File: config.mk
export PLATFORM = sky130hd
export DESIGN_NAME = mult_booth4
export DESIGN_NICKNAME = d
export VERILOG_FILES = /design/src/rtl/multdiv_pkg.sv /design/src/rtl/cla_adder.sv /design/src/rtl/mult_step.sv /design/src/rtl/mult_booth4.sv
export SDC_FILE = /design/constraint.sdc
export NUM_CORES = 1
export LEC_CHECK = 0
export ABC_CLOCK_PERIOD_IN_PS = 40700
export CAP_MARGIN = 20
export CORE_ASPECT_RATIO = 1.25
export CORE_UTILIZATION = 50
export CTS_CLUSTER_SIZE = 30
export DETAILED_ROUTE_END_ITERATION = 8
export PLACE_DENSITY_LB_ADDON = 0.3
export SYNTH_ARGS = -nofsm -noshare
export SYNTH_HDL_FRONTEND = slang
export SYNTH_SLANG_ARGS = --single-unit
File: constraint.sdc
create_clock -name clock -period 40.7 [get_ports clock]
set_input_delay 10.175 -clock clock [delete_from_list [all_inputs] [get_ports clock]]
set_output_delay 10.175 -clock clock [all_outputs]
set_load 0.05 [all_outputs]
File: src/rtl/multdiv_pkg.sv
// Shared definitions for the sequential multiplier and divider.
// Holds the default operand width, the iteration count the radix-4
// multiplier derives from it, the step counter width and the
// IDLE/RUN/DONE state encoding used by both engines.
package multdiv_pkg;

    localparam int WIDTH_DEF = 32;
    localparam int STEPS_DEF = WIDTH_DEF / 2;
    localparam int CNT_W_DEF = $clog2(STEPS_DEF);

    typedef enum logic [1:0] {
        IDLE = 2'd0,
        RUN  = 2'd1,
        DONE = 2'd2
    } state_t;

endpackage

File: src/rtl/cla_adder.sv
// Generic N-bit carry-lookahead adder shared by the arithmetic units.
// Ports:
//   a, b  : N-bit addends
//   cin   : carry into bit 0 (used as the +1 of a two's-complement subtract)
//   sum   : N-bit sum, carry out of the top bit is discarded
module cla_adder #(
    parameter int N = 34
) (
    input  logic [N-1:0] a,
    input  logic [N-1:0] b,
    input  logic         cin,
    output logic [N-1:0] sum
);

    logic [N-1:0] gen;
    logic [N-1:0] prop;
    logic [N-1:0] carry;

    assign gen  = a & b;
    assign prop = a ^ b;

    // Each carry is the generate/propagate recurrence written out per bit;
    // synthesis flattens it into lookahead logic.
    always_comb begin
        carry    = '0;
        carry[0] = cin;
        for (int i = 0; i < N - 1; i++) begin
            carry[i+1] = gen[i] | (prop[i] & carry[i]);
        end
    end

    assign sum = prop ^ carry;

endmodule

File: src/rtl/mult_step.sv
// One radix-4 Booth iteration, purely combinational.
// Recodes the triplet {q[1], q[0], q_m1} into 0, +M, +2M, -M or -2M,
// adds it to the accumulator and arithmetic-shifts {acc, q, q_m1} right by 2.
// Ports:
//   acc, q, q_m1                : current partial-product state
//   m                           : signed multiplicand
//   acc_next, q_next, q_m1_next : state after this iteration
module mult_step
    import multdiv_pkg::*;
#(
    parameter int WIDTH = WIDTH_DEF
) (
    input  logic [WIDTH+1:0] acc,
    input  logic [WIDTH-1:0] q,
    input  logic             q_m1,
    input  logic [WIDTH-1:0] m,
    output logic [WIDTH+1:0] acc_next,
    output logic [WIDTH-1:0] q_next,
    output logic             q_m1_next
);

    logic [2:0]         triplet;
    logic [WIDTH+1:0]   m_one;
    logic [WIDTH+1:0]   m_two;
    logic [WIDTH+1:0]   magnitude;
    logic               negate;
    logic [WIDTH+1:0]   addend;
    logic [WIDTH+1:0]   sum;
    logic [2*WIDTH+2:0] joined;
    logic [2*WIDTH+2:0] shifted;

    assign triplet = {q[1], q[0], q_m1};
    assign m_one   = {{2{m[WIDTH-1]}}, m};
    assign m_two   = {m[WIDTH-1], m, 1'b0};

    always_comb begin
        magnitude = '0;
        negate    = 1'b0;
        case (triplet)
            3'b001, 3'b010: magnitude = m_one;
            3'b011:         magnitude = m_two;
            3'b100: begin
                magnitude = m_two;
                negate    = 1'b1;
            end
            3'b101, 3'b110: begin
                magnitude = m_one;
                negate    = 1'b1;
            end
            default:        magnitude = '0;
        endcase
    end

    // Subtraction is invert-plus-carry-in; the two guard bits keep -2M
    // representable even for the most negative multiplicand.
    assign addend = negate ? ~magnitude : magnitude;

    cla_adder #(
        .N(WIDTH + 2)
    ) u_add (
        .a  (acc),
        .b  (addend),
        .cin(negate),
        .sum(sum)
    );

    assign joined  = {sum, q, q_m1};
    assign shifted = {{2{sum[WIDTH+1]}}, joined[2*WIDTH+2:2]};

    assign acc_next  = shifted[2*WIDTH+2:WIDTH+1];
    assign q_next    = shifted[WIDTH:1];
    assign q_m1_next = shifted[0];

endmodule

File: src/rtl/mult_booth4.sv
// Sequential signed multiplier, radix-4 Booth, one recoding step per clock.
// A start strobe latches both operands; WIDTH/2 steps later the low half of
// the product and an overflow flag are presented with a one-cycle ready pulse.
// A new start at any time (including mid-operation) restarts the engine.
// Ports:
//   clock, reset     : rising-edge clock, synchronous active-high reset
//   ctrl_MULT        : start strobe
//   data_operandA/B  : signed multiplicand / multiplier
//   data_result      : low WIDTH bits of the product (held until next start)
//   data_exception   : product does not fit in WIDTH signed bits
//   data_resultRDY   : one-cycle pulse when result/exception are valid
//   busy             : high while steps are being executed
module mult_booth4
    import multdiv_pkg::*;
#(
    parameter int WIDTH = WIDTH_DEF
) (
    input  logic             clock,
    input  logic             reset,
    input  logic             ctrl_MULT,
    input  logic [WIDTH-1:0] data_operandA,
    input  logic [WIDTH-1:0] data_operandB,
    output logic [WIDTH-1:0] data_result,
    output logic             data_exception,
    output logic             data_resultRDY,
    output logic             busy
);

    localparam int STEPS = WIDTH / 2;
    localparam int CNT_W = $clog2(STEPS);

    state_t           state;
    logic [CNT_W-1:0] cnt;
    logic [WIDTH-1:0] m_reg;
    logic [WIDTH+1:0] acc_reg;
    logic [WIDTH-1:0] q_reg;
    logic             q_m1_reg;

    logic [WIDTH+1:0] acc_nxt;
    logic [WIDTH-1:0] q_nxt;
    logic             q_m1_nxt;
    logic             last_step;
    logic             overflow;

    mult_step #(
        .WIDTH(WIDTH)
    ) u_step (
        .acc      (acc_reg),
        .q        (q_reg),
        .q_m1     (q_m1_reg),
        .m        (m_reg),
        .acc_next (acc_nxt),
        .q_next   (q_nxt),
        .q_m1_next(q_m1_nxt)
    );

    assign last_step = (cnt == CNT_W'(STEPS - 1));

    // After the final step the product sits in {acc[WIDTH-1:0], q}; it fits
    // only if the upper half is a pure sign extension of q's top bit.
    assign overflow = (acc_nxt[WIDTH-1:0] != {WIDTH{q_nxt[WIDTH-1]}});

    // A start strobe takes priority over whatever the engine is doing, so
    // a held strobe simply restarts every edge.
    always_ff @(posedge clock) begin
        if (reset) begin
            state          <= IDLE;
            cnt            <= '0;
            m_reg          <= '0;
            acc_reg        <= '0;
            q_reg          <= '0;
            q_m1_reg       <= 1'b0;
            data_result    <= '0;
            data_exception <= 1'b0;
            data_resultRDY <= 1'b0;
            busy           <= 1'b0;
        end else begin
            data_resultRDY <= 1'b0;
            if (ctrl_MULT) begin
                state          <= RUN;
                cnt            <= '0;
                m_reg          <= data_operandA;
                q_reg          <= data_operandB;
                acc_reg        <= '0;
                q_m1_reg       <= 1'b0;
                data_result    <= '0;
                data_exception <= 1'b0;
                busy           <= 1'b1;
            end else begin
                case (state)
                    RUN: begin
                        acc_reg  <= acc_nxt;
                        q_reg    <= q_nxt;
                        q_m1_reg <= q_m1_nxt;
                        if (last_step) begin
                            cnt            <= '0;
                            state          <= DONE;
                            busy           <= 1'b0;
                            data_resultRDY <= 1'b1;
                            data_result    <= q_nxt;
                            data_exception <= overflow;
                        end else begin
                            cnt <= cnt + 1'b1;
                        end
                    end
                    DONE:    state <= IDLE;
                    default: state <= IDLE;
                endcase
            end
        end
    end

endmodule

==> impl_metrics.xml <==
<?xml version="1.0" encoding="UTF-8"?>
<metrics>
  <group name="outcome">
    <metric name="outcome" unit="">finished clean</metric>
  </group>
  <group name="placed_design">
    <metric name="place_worst_setup_slack" unit="ns">23.85</metric>
    <metric name="port-buffer-count" unit="">101</metric>
    <metric name="dpl.cell_count" unit="">1001</metric>
    <metric name="gp_congestion" unit="">0.868</metric>
    <metric name="dp_hpwl" unit="mm">10.8</metric>
  </group>
  <group name="route">
    <metric name="dr.first_iter.drc_count" unit="">339</metric>
    <metric name="finalWirelength" unit="mm">16.4</metric>
    <metric name="remaining_drc_errors" unit="">0</metric>
    <metric name="detail-route-antenna-nets" unit="">0</metric>
    <metric name="drt_first_pass_iters" unit="">5</metric>
    <metric name="wl_per_cell" unit="um">15.8</metric>
    <metric name="overall_via_count_from_detail_route" unit="">5680</metric>
    <metric name="vias_per_cell" unit="">5.50</metric>
  </group>
  <group name="setup_path">
    <metric name="critPathLaunchType" unit="">register</metric>
    <metric name="timing.critical_path.fanout_max" unit="">33</metric>
    <metric name="timing.critical_path.slowest_stage_cell" unit="">sky130_fd_sc_hd__ha_1</metric>
    <metric name="timing.critical_path.slowest_cell_delay" unit="ns">0.93</metric>
    <metric name="criticalPathCategory" unit="">reg2reg</metric>
    <metric name="timing.critical_path.to_type" unit="">register</metric>
    <metric name="critical-path-top-cell-by-count" unit="">sky130_fd_sc_hd__fa_1</metric>
    <metric name="worstPathArrival" unit="ns">17.15</metric>
    <metric name="worstPathRequired" unit="ns">40.96</metric>
  </group>
  <group name="power_and_ir_drop">
    <metric name="share_seq_of_total_power" unit="">0.415</metric>
    <metric name="switchingPower" unit="uW">87.0</metric>
    <metric name="clkPwrFrac" unit="">0.470</metric>
    <metric name="leakage" unit="uW">0.00302</metric>
    <metric name="peakVddDrop" unit="mV">0.0264</metric>
    <metric name="comb_power_share" unit="">0.115</metric>
    <metric name="pwr_density_cell" unit="nW/um^2">41.8</metric>
    <metric name="internal-power" unit="uW">260</metric>
    <metric name="p_sw_frac" unit="">0.251</metric>
  </group>
  <group name="yosys">
    <metric name="synth_seq_cells" unit="">138</metric>
    <metric name="synthDistinctLibCells" unit="">36</metric>
    <metric name="synth_top_cells_by_count" unit="">sky130_fd_sc_hd__nand2_1 (230), sky130_fd_sc_hd__dfxtp_1 (138), sky130_fd_sc_hd__a21oi_1 (102)</metric>
    <metric name="synth_sequential_area_ratio" unit="">0.415</metric>
    <metric name="synth-edff-count" unit="">0</metric>
    <metric name="async_reset_ff_frac" unit="">0</metric>
    <metric name="yosys.area.top_type" unit="">sky130_fd_sc_hd__dfxtp_1</metric>
    <metric name="post_synth_top_area_share" unit="">0.415</metric>
    <metric name="post_synth.cell_area_avg" unit="um^2">8.49</metric>
    <metric name="ys_dominant_reg_cell" unit="">sky130_fd_sc_hd__dfxtp_1</metric>
    <metric name="ys.warnings.count" unit="">0</metric>
    <metric name="netlist_top_cells_area" unit="">sky130_fd_sc_hd__dfxtp_1 (42%), sky130_fd_sc_hd__nand2_1 (13%), sky130_fd_sc_hd__fa_1 (9.6%), sky130_fd_sc_hd__a21oi_1 (7.7%), sky130_fd_sc_hd__mux2i_1 (5.0%)</metric>
    <metric name="syn_area" unit="um^2">6660</metric>
    <metric name="postSynthCellCount" unit="">784</metric>
    <metric name="syn-num-nets" unit="">888</metric>
    <metric name="synth.most_common_cell" unit="">sky130_fd_sc_hd__nand2_1</metric>
  </group>
  <group name="die">
    <metric name="core_area" unit="um^2">12800</metric>
    <metric name="top_level_ports" unit="">102</metric>
    <metric name="rows" unit="">46</metric>
    <metric name="die_w" unit="um">105</metric>
    <metric name="initial_utilization" unit="">0.519</metric>
    <metric name="die_y" unit="um">131</metric>
    <metric name="die_outline_area" unit="um^2">13800</metric>
  </group>
  <group name="grt">
    <metric name="global_route.usage.total" unit="">0.248</metric>
    <metric name="groute.layer.met3.usage" unit="">0.0565</metric>
    <metric name="grt.overflow.total" unit="">0</metric>
    <metric name="global_route.peak_usage_layer" unit="">met2</metric>
    <metric name="grt_pass1_wl" unit="mm">26.6</metric>
    <metric name="first_global_vias" unit="">5625</metric>
    <metric name="grt.met1_usage" unit="">0.267</metric>
    <metric name="grt_antenna_before_repair" unit="">0</metric>
    <metric name="grt_start_max_net_pins" unit="">78</metric>
    <metric name="grt_use_met2" unit="">0.460</metric>
  </group>
  <group name="cts">
    <metric name="cts_resized" unit="">0</metric>
    <metric name="numCtsBuffers" unit="">17</metric>
    <metric name="tritoncts_num_sinks" unit="">138</metric>
    <metric name="clk_tree_root_cell" unit="">sky130_fd_sc_hd__clkbuf_16</metric>
    <metric name="clk-insertion-delay-late" unit="ns">0.42</metric>
    <metric name="cts_max_level" unit="">4</metric>
    <metric name="clock_tree_from_tritoncts" unit="">built</metric>
    <metric name="clk_pin_slew_worst_paths" unit="ns">0.06</metric>
    <metric name="post-cts-setup-buffers" unit="">0</metric>
    <metric name="cts-root-to-sink-buffers" unit="">2</metric>
    <metric name="number_of_buffers_inserted_by_hold_repair_at_cts" unit="">0</metric>
  </group>
  <group name="sta">
    <metric name="final.period_utilization" unit="">0.415</metric>
    <metric name="final-hold-violation-count" unit="">0</metric>
    <metric name="rsz0062_at_grt" unit="">false</metric>
    <metric name="maxClockFrequency" unit="GHz">0.0592</metric>
    <metric name="timing.final.ws_setup" unit="ns">23.81</metric>
    <metric name="final.setup_skew" unit="ns">0.00856</metric>
    <metric name="slew_violations" unit="">0</metric>
    <metric name="relSlewSlack" unit="">0.347</metric>
    <metric name="fin_setup_tns" unit="ns">0</metric>
    <metric name="worstMarginPinSlew" unit="ns">0.979</metric>
    <metric name="period_minus_slack" unit="ns">16.89</metric>
    <metric name="final_report_setup_violation_count" unit="">0</metric>
  </group>
  <group name="job">
    <metric name="cap_viol_max_count" unit="">0</metric>
  </group>
  <group name="final_layout">
    <metric name="layout-drive-gt1-share" unit="">0.0555</metric>
    <metric name="final_net_count" unit="">956</metric>
    <metric name="final-instance-count-excl-fill" unit="">1033</metric>
    <metric name="multi_input_area" unit="um^2">3630</metric>
    <metric name="area_growth_syn_to_layout" unit="%">24.6</metric>
    <metric name="nFillCells" unit="">1060</metric>
    <metric name="insertedDiodeCount" unit="">0</metric>
    <metric name="regArea" unit="um^2">2760</metric>
  </group>
  <group name="hold_path">
    <metric name="hold_class" unit="">reg2reg</metric>
  </group>
</metrics>
worst max-delay path, delay by kind of cell (launching register included):
| family | cells | cell delay [ns] |
|---|---|---|
| buf+inv | 2 | 0.18 |
| compound gates | 2 | 0.45 |
| fa+ha+maj | 33 | 14.73 |
| simple gates | 2 | 0.79 |
| mux | 1 | 0.19 |
| flops | 1 | 0.39 |
cell type report:
cell class,instances,area share
clock inverters,14,0.0235
inverters,4,0.00181
well taps,168,0.0253
repair buffers,108,0.127
multi-input cells,583,0.437
clock buffers,18,0.0517
flip-flops and latches,138,0.333
cell usage in the layout, fill, tap and decap left out, types with 2 or more instances in the layout:
cell type	instances
sky130_fd_sc_hd__or3_1	4
sky130_fd_sc_hd__a22oi_1	31
sky130_fd_sc_hd__a211oi_1	3
sky130_fd_sc_hd__fa_1	32
sky130_fd_sc_hd__bufinv_16	4
sky130_fd_sc_hd__clkdlybuf4s50_1	99
sky130_fd_sc_hd__nor2_1	44
sky130_fd_sc_hd__nor3_1	4
sky130_fd_sc_hd__o21ai_0	2
sky130_fd_sc_hd__dfxtp_1	138
sky130_fd_sc_hd__nand2_1	230
sky130_fd_sc_hd__clkinv_2	2
sky130_fd_sc_hd__clkinvlp_4	4
sky130_fd_sc_hd__a21oi_1	102
sky130_fd_sc_hd__nand4_1	4
sky130_fd_sc_hd__a21o_1	31
sky130_fd_sc_hd__inv_1	4
sky130_fd_sc_hd__inv_6	3
sky130_fd_sc_hd__clkbuf_16	17
sky130_fd_sc_hd__xor2_1	33
sky130_fd_sc_hd__buf_4	8
sky130_fd_sc_hd__ha_1	5
sky130_fd_sc_hd__or2_2	2
sky130_fd_sc_hd__mux2i_1	33
sky130_fd_sc_hd__nand3_1	7
sky130_fd_sc_hd__nor4_1	4
path summary, 6_finish.rpt:
| kind | from | cells past startpoint | slack, ns | end |
|---|---|---|---|---|
| max | q_reg[0] | 40 | 23.81 | data_exception |
| min | data_result[2] | 2 | 0.45 | data_result[2] |
| max reg2reg | q_reg[0] | 40 | 23.81 | data_exception |
| min reg2reg | data_result[2] | 2 | 0.45 | data_result[2] |
per-layer routing:
layer | up-vias | wire, um
li1 | 2747 | -
met1 | 2720 | 6410
met2 | 171 | 8600
met3 | 42 | 696
met4 | 0 | 646
met5 | - | 0
stage by stage:
step / hold WS, ns / power, uW / utilization / instance area (um^2)
final: 0.452 / 347 / 0.646 / 8300
after global routing: 0.473 / 359 / 0.646 / 8300
after CTS: 0.455 / 348 / 0.646 / 8300
after detailed placement: 0.447 / 186 / 0.598 / 7670
after global placement: 0.442 / 185 / 0.598 / 7670
after floorplan: 0.436 / 173 / - / 6660
power groups by stage:
stage | sequential (uW) | clock [uW] | combinational [uW]
global placement | 147 | 0 | 38.4
global route | 144 | 171 | 43.8
floorplan | 146 | 0 | 26.8
finish | 144 | 163 | 40.1
CTS | 144 | 164 | 40.1
detailed placement | 147 | 0 | 39.6
kinds of logic (layout without fill, tap and decap cells):
| family | Yosys count | in the layout | synth area share |
|---|---|---|---|
| AO/OA/AOI/OAI | 172 | 172 | 0.156 |
| XOR/XNOR | 34 | 34 | 0.0447 |
| adder cells (fa/ha/maj) | 37 | 37 | 0.106 |
| buffers and inverters | 63 | 144 | 0.0429 |
| flip-flops | 138 | 138 | 0.415 |
| multiplexers | 34 | 34 | 0.0513 |
| AND/OR/NAND/NOR | 306 | 306 | 0.184 |
Note: power is estimated with default switching activity, not from simulation.
